[config.mk]
export PLATFORM = sky130hd
export DESIGN_NAME = acc_wb_arbiter
export DESIGN_NICKNAME = d
export VERILOG_FILES = /design/src/rtl/acc_wb_arbiter_pkg.sv /design/src/rtl/acc_wdt.sv /design/src/rtl/acc_wb_arbiter.sv
export SDC_FILE = /design/constraint.sdc
export NUM_CORES = 1
export LEC_CHECK = 0
export CAP_MARGIN = 0
export CORE_AREA = 2 2 116 118
export CTS_BUF_LIST = sky130_fd_sc_hd__clkbuf_8 sky130_fd_sc_hd__clkbuf_16
export CTS_CLUSTER_SIZE = 8
export DETAILED_ROUTE_END_ITERATION = 10
export DIE_AREA = 0 0 118 120
export PLACE_DENSITY_LB_ADDON = 0.1
export SLEW_MARGIN = 30
export SYNTH_ARGS = -nofsm -noshare
export SYNTH_HDL_FRONTEND = slang
export SYNTH_HIERARCHICAL = 1
export SYNTH_SLANG_ARGS = --single-unit
[constraint.sdc]
create_clock -name i_wb_clk -period 2.1 [get_ports i_wb_clk]
set_clock_uncertainty 0.05 [all_clocks]
set_input_delay 0.315 -clock i_wb_clk [delete_from_list [all_inputs] [get_ports i_wb_clk]]
set_output_delay 0.315 -clock i_wb_clk [all_outputs]
set_load 0.05 [all_outputs]
[src/rtl/acc_wb_arbiter_pkg.sv]
// Shared definitions for the accelerator-port Wishbone arbiter: state encoding,
// master indices, error read data and the request payload bundle.
package acc_wb_arbiter_pkg;

  localparam int unsigned AW = 32;
  localparam int unsigned DW = 32;

  localparam logic [0:0] ST_IDLE = 1'b0;
  localparam logic [0:0] ST_BUSY = 1'b1;

  localparam int unsigned M0_IDX = 0;
  localparam int unsigned M1_IDX = 1;

  localparam logic [DW-1:0] ACC_ERR_RDT = 32'h0;

  typedef struct packed {
    logic [AW-1:0] adr;
    logic [DW-1:0] dat;
    logic          we;
    logic          cyc;
  } wb_req_t;

endpackage

[src/rtl/acc_wdt.sv]
// Loadable watchdog counter; expire_c flags the last allowed cycle (LIMIT-1).
// LIMIT of 0 disables expiry entirely.
module acc_wdt #(
  parameter int unsigned LIMIT = 255,
  parameter int unsigned W     = 8
) (
  input  logic         clk,
  input  logic         rst_n,
  input  logic         load,
  input  logic [W-1:0] load_val,
  input  logic         inc,
  output logic         expire_c
);

  logic [W-1:0] cnt;

  always_ff @(posedge clk or negedge rst_n) begin
    if (!rst_n) begin
      cnt <= '0;
    end else if (load) begin
      cnt <= load_val;
    end else if (inc) begin
      cnt <= cnt + W'(1);
    end
  end

  assign expire_c = (LIMIT != 0) && (cnt == W'(LIMIT - 1));

endmodule

[src/rtl/acc_wb_arbiter.sv]
// Two-master round-robin Wishbone arbiter for the accelerator slave port, with a
// watchdog that terminates cycles the slave never acknowledges.
module acc_wb_arbiter
  import acc_wb_arbiter_pkg::*;
#(
  parameter int unsigned TIMEOUT = 255
) (
  input  logic        i_wb_clk,
  input  logic        i_wb_rst_n,
  input  logic [31:0] i_m0_adr,
  input  logic [31:0] i_m0_dat,
  input  logic        i_m0_we,
  input  logic        i_m0_cyc,
  output logic [31:0] o_m0_rdt,
  output logic        o_m0_ack,
  input  logic [31:0] i_m1_adr,
  input  logic [31:0] i_m1_dat,
  input  logic        i_m1_we,
  input  logic        i_m1_cyc,
  output logic [31:0] o_m1_rdt,
  output logic        o_m1_ack,
  output logic [31:0] o_acc_adr,
  output logic [31:0] o_acc_dat,
  output logic        o_acc_we,
  output logic        o_acc_cyc,
  input  logic [31:0] i_acc_rdt,
  input  logic        i_acc_ack,
  output logic [1:0]  o_grant,
  output logic        o_timeout
);

  localparam int unsigned CW = (TIMEOUT == 0) ? 1 : $clog2(TIMEOUT + 1);

  logic [0:0]    state, state_nxt;
  logic [1:0]    grant, grant_nxt;
  logic          last_m1, last_m1_nxt;
  logic          timeout_q, timeout_nxt;
  logic          done_c;
  logic          mst_ack;
  logic [DW-1:0] mst_rdt;
  logic          wdt_load, wdt_inc, wdt_expire_c;
  wb_req_t       m0_req, m1_req, sel_req;

  assign m0_req  = '{adr: i_m0_adr, dat: i_m0_dat, we: i_m0_we, cyc: i_m0_cyc};
  assign m1_req  = '{adr: i_m1_adr, dat: i_m1_dat, we: i_m1_we, cyc: i_m1_cyc};
  assign sel_req = grant[M1_IDX] ? m1_req : m0_req;

  acc_wdt #(
    .LIMIT (TIMEOUT),
    .W     (CW)
  ) u_wdt (
    .clk      (i_wb_clk),
    .rst_n    (i_wb_rst_n),
    .load     (wdt_load),
    .load_val ('0),
    .inc      (wdt_inc),
    .expire_c (wdt_expire_c)
  );

  // State, owner and round-robin pointer; last_m1=1 gives M0 priority.
  always_ff @(posedge i_wb_clk or negedge i_wb_rst_n) begin
    if (!i_wb_rst_n) begin
      state     <= ST_IDLE;
      grant     <= 2'b00;
      last_m1   <= 1'b1;
      timeout_q <= 1'b0;
    end else begin
      state     <= state_nxt;
      grant     <= grant_nxt;
      last_m1   <= last_m1_nxt;
      timeout_q <= timeout_nxt;
    end
  end

  // Arbitration, slave-side muxing and termination of the current transaction.
  always_comb begin
    state_nxt   = state;
    grant_nxt   = grant;
    last_m1_nxt = last_m1;
    timeout_nxt = timeout_q;
    done_c      = 1'b0;
    mst_ack     = 1'b0;
    mst_rdt     = '0;
    wdt_load    = 1'b0;
    wdt_inc     = 1'b0;
    o_acc_adr   = '0;
    o_acc_dat   = '0;
    o_acc_we    = 1'b0;
    o_acc_cyc   = 1'b0;

    case (state)
      ST_IDLE: begin
        if (i_m0_cyc || i_m1_cyc) begin
          state_nxt = ST_BUSY;
          wdt_load  = 1'b1;
          if (i_m0_cyc && i_m1_cyc) begin
            grant_nxt = last_m1 ? 2'b01 : 2'b10;
          end else begin
            grant_nxt = i_m1_cyc ? 2'b10 : 2'b01;
          end
        end
      end
      ST_BUSY: begin
        o_acc_adr = sel_req.adr;
        o_acc_dat = sel_req.dat;
        o_acc_we  = sel_req.we;
        o_acc_cyc = sel_req.cyc;
        if (!sel_req.cyc) begin
          done_c = 1'b1;
        end else if (i_acc_ack) begin
          mst_ack = 1'b1;
          mst_rdt = i_acc_rdt;
          done_c  = 1'b1;
        end else if (wdt_expire_c) begin
          o_acc_cyc   = 1'b0;
          mst_ack     = 1'b1;
          mst_rdt     = ACC_ERR_RDT;
          timeout_nxt = 1'b1;
          done_c      = 1'b1;
        end else begin
          wdt_inc = 1'b1;
        end
        if (done_c) begin
          state_nxt   = ST_IDLE;
          grant_nxt   = 2'b00;
          last_m1_nxt = grant[M1_IDX];
        end
      end
      default: begin
        state_nxt = ST_IDLE;
        grant_nxt = 2'b00;
      end
    endcase
  end

  assign o_m0_ack  = mst_ack & grant[M0_IDX];
  assign o_m1_ack  = mst_ack & grant[M1_IDX];
  assign o_m0_rdt  = grant[M0_IDX] ? mst_rdt : '0;
  assign o_m1_rdt  = grant[M1_IDX] ? mst_rdt : '0;
  assign o_grant   = grant;
  assign o_timeout = timeout_q;

endmodule

==> results.yml <==
cts:
  cts_buffer_depth: 2
  clkLatencyLatePin_ps: 240
  clkSinkCount: 13
  cts_buffers: 3
  clock-root-buffer: "clkbuf_16"
  cts_max_level: 1
  clk_pin_slew_ps: 50
  cts_tree: "yes"
  holdBufCountCts: 0
die:
  io_pins: 302
  rows: 42
  die_x_um: 118
  die_area_mm2: 0.0142
  fp.coreArea_mm2: 0.0130
  start_util_pct: 16.7
  die_h_um: 120
power:
  swShare_pct: 53.0
  seqPwrFrac_pct: 10.4
  ir_worst_vdd_v: 0.000645
  clockPowerShare_pct: 8.8
  switchingPower_uw: 2150
  power.leakage_uw: 0.00278
  p_comb_share_pct: 80.8
  internal_power_uw: 1910
  power_density_mw_per_mm2: 629
  finalPower_uw: 4060
synth:
  synth_cell_types: 33
  seq_area_frac_synth_pct: 15.1
  synth_area_mm2: 0.00217
  synth-seq-cells: 13
  yosys.area_share.adder_pct: 1.15
  synth_compound_area_share_pct: 5.07
  synth-xor-area-share_pct: 1.61
  synthSimpleGateAreaFrac_pct: 39.6
  ys.warnings.count: 6
  avgSynthCellArea_um2: 7.11
  synth_top_family_by_area: "simple AND/OR/NAND/NOR gates"
  synthMuxAreaShare_pct: 30.9
  synth_cells: 305
critical_path:
  slowest_delay_ps: 490
  cp.required_ps: 1740
  path_cells: "clkdlybuf4s50_1, inv_2, nor4_4, buf_6, buf_6, and2_2, buf_12"
  endpoint_kind: "primary output"
  cp_data_arrival_time_ps: 1780
  crit_slowest_cell: "clkdlybuf4s50_1"
  cp_top_family: "buffers and inverters"
  crit_fanout: 8
  critPathKind: "input pin to primary output"
  cp-start-kind: "input pin"
  critical_path.most_common_cell: "buf_6"
  crit_buf_inv: 5
final_layout:
  regArea_um2: 330
  drive_above_1_share_pct: 39.9
  area_delta_synth_final_pct: 197
  fin_util_pct: 49.6
  fin_area_mm2: 0.00644
  fill_cells: 1268
  multi_input_area_mm2: 0.00197
  mostFrequentLayoutCell: "clkdlybuf4s50_1"
  stdcell_count: 793
  nNetsFinal: 787
  layout_common_cells: "167 x clkdlybuf4s50_1, 79 x buf_4, 69 x buf_12, 66 x mux2i_1, 62 x nor2_1"
  antenna_cells: 0
sta:
  min_period_over_period_pct: 102
  setup_viol: 33
  relSlewSlack_pct: 57.3
  period_needed_ps: 2150
  tightestPinTransition_ps: 639
  slew_viol_final: 0
  fin_ws_ps: -49.2
  rsz0062_at_grt: "true"
  clock.fmax_mhz: 465
  hold_viol: 0
routing:
  drc: 0
  via_count: 3294
  routedWlPerCell_um: 15.9
  ant_nets: 0
  drt_iter0_drc: 94
  avgViaCountPerCell: 4.15
  routed_wl_um: 12600
  firstDrtPassIters: 4
global_route:
  antenna_found_initial: 0
  grt_usage_pct: 15.8
  grt-ovfl-total: 0
  grt_max_degree: 45
  grt_pass1_vias: 3264
  grt_pass1_wl_um: 17800
worst_hold_path:
  hold_class: "input pin to async pin"
place:
  placed_cells: 781
  post-place-ws_ps: -102
  place_area_mm2: 0.00606
  place_hpwl_um: 10300
  port_buffers: 301
  gp_congestion: 0.814
run:
  maxCapViolCount: 0
status:
  violations: "negative setup slack"
  status: "complete, but fails checks"
==> sequential cells by signal, summed over array words and instances (netlist names) <==
signal / cells
last_m1: 1
o_grant: 2
o_timeout: 1
state: 1
u_wdt/cnt: 8
==> area by class of cell <==
class                           count  share of cell area [%]
Tap cell                          176                    3.42
Timing Repair Buffer              326                    59.4
Inverter                            6                   0.350
Clock inverter                      1                  0.0583
Clock buffer                        3                    1.17
Multi-Input combinational cell    268                    30.5
Sequential cell                    13                    5.13
==> metal layers <==
layer	routed length (um)	vias up	track usage, %	share of wire (%)
li1	-	1627	-	-
met1	4480	1475	16.4	36
met2	6870	176	30.9	55
met3	951	16	4.18	7.5
met4	295	0	4.89	2.3
met5	0	-	0	0
==> cells in the mapped netlist, drive strengths merged <==
| cell type | number | area (um^2) |
|---|---|---|
| clkbuf | 14 | 56.3 |
| o211ai | 2 | 15.0 |
| buf | 11 | 60.1 |
| o2bb2ai | 1 | 8.76 |
| or4 | 3 | 22.5 |
| xor2 | 3 | 26.3 |
| a31o | 1 | 8.76 |
| dfstp | 1 | 26.3 |
| or2 | 1 | 6.26 |
| mux2i | 67 | 671 |
| and2 | 64 | 400 |
| a22oi | 1 | 7.51 |
| inv | 6 | 22.5 |
| o32ai | 1 | 8.76 |
| nor2b | 3 | 18.8 |
| nand4 | 4 | 31.3 |
| o21ai | 10 | 50.1 |
| dfrtp | 12 | 300 |
| o22ai | 1 | 6.26 |
| nand2b | 2 | 12.5 |
| nand3 | 7 | 35.0 |
| conb | 1 | 3.75 |
| a21oi | 1 | 5.00 |
| nor4 | 1 | 12.5 |
| xnor2 | 1 | 8.76 |
| nor2 | 72 | 270 |
| nand2 | 10 | 37.5 |
| and3 | 2 | 12.5 |
| ha | 2 | 25.0 |
==> stage by stage <==
| stage | setup TNS (ps) | hold WS (ps) |
|---|---|---|
| after floorplan | -95.7 | -30.6 |
| after global placement | -3440 | 407 |
| after detailed placement | -4520 | 427 |
| after CTS | -527 | 438 |
| after global routing | -3930 | 458 |
| final | -865 | 421 |
==> final timing paths <==
check	endpoint	slack, ps	cells past startpoint	from
hold reg to reg	o_timeout	430	1	o_timeout
setup reg to reg	u_wdt/cnt[7]	140	9	u_wdt/cnt[0]
max in group asynchronous	o_grant[1]	1110	1	i_wb_rst_n
setup / recovery	o_m0_rdt[17]	-50	7	i_acc_ack
hold / removal	state	420	1	i_wb_rst_n
min in group i_wb_clk	o_timeout	430	1	o_timeout
==> worst reg2reg max path, delay by kind of cell (launching register included) <==
| kind | cells | cell delay, ps |
|---|---|---|
| adder cells (fa/ha/maj) | 1 | 190 |
| buffers and inverters | 1 | 40 |
| flip-flops | 1 | 330 |
| AND/OR/NAND/NOR | 7 | 1270 |
==> repair_timing <==
item	4_1_cts	5_1_grt
setup buffers	0	3
setup endpoints to repair	67	72
pin swaps	0	20
gates resized for setup	8	66
gates cloned	0	6
endpoints found under the hold margin	0	0
==> power groups by stage <==
| stage | registers [uW] | clock network [uW] | logic (uW) |
|---|---|---|---|
| after floorplan | 444 | 0 | 1950 |
| after global placement | 417 | 0 | 3190 |
| after detailed placement | 421 | 0 | 3210 |
| after CTS | 419 | 370 | 3220 |
| after global routing | 432 | 386 | 3440 |
| final | 421 | 358 | 3280 |
==> kinds of logic after synthesis <==
| kind of cell | count (synthesis) |
|---|---|
| other | 1 |
| xor gates and xnor gates | 4 |
| and+or+nand+nor | 169 |
| adders and majority gates | 2 |
| DFF | 13 |
| buffers and inverters | 31 |
| muxes | 67 |
| AOI/OAI and AO/OA | 18 |
(Power assumes the default switching activity.)
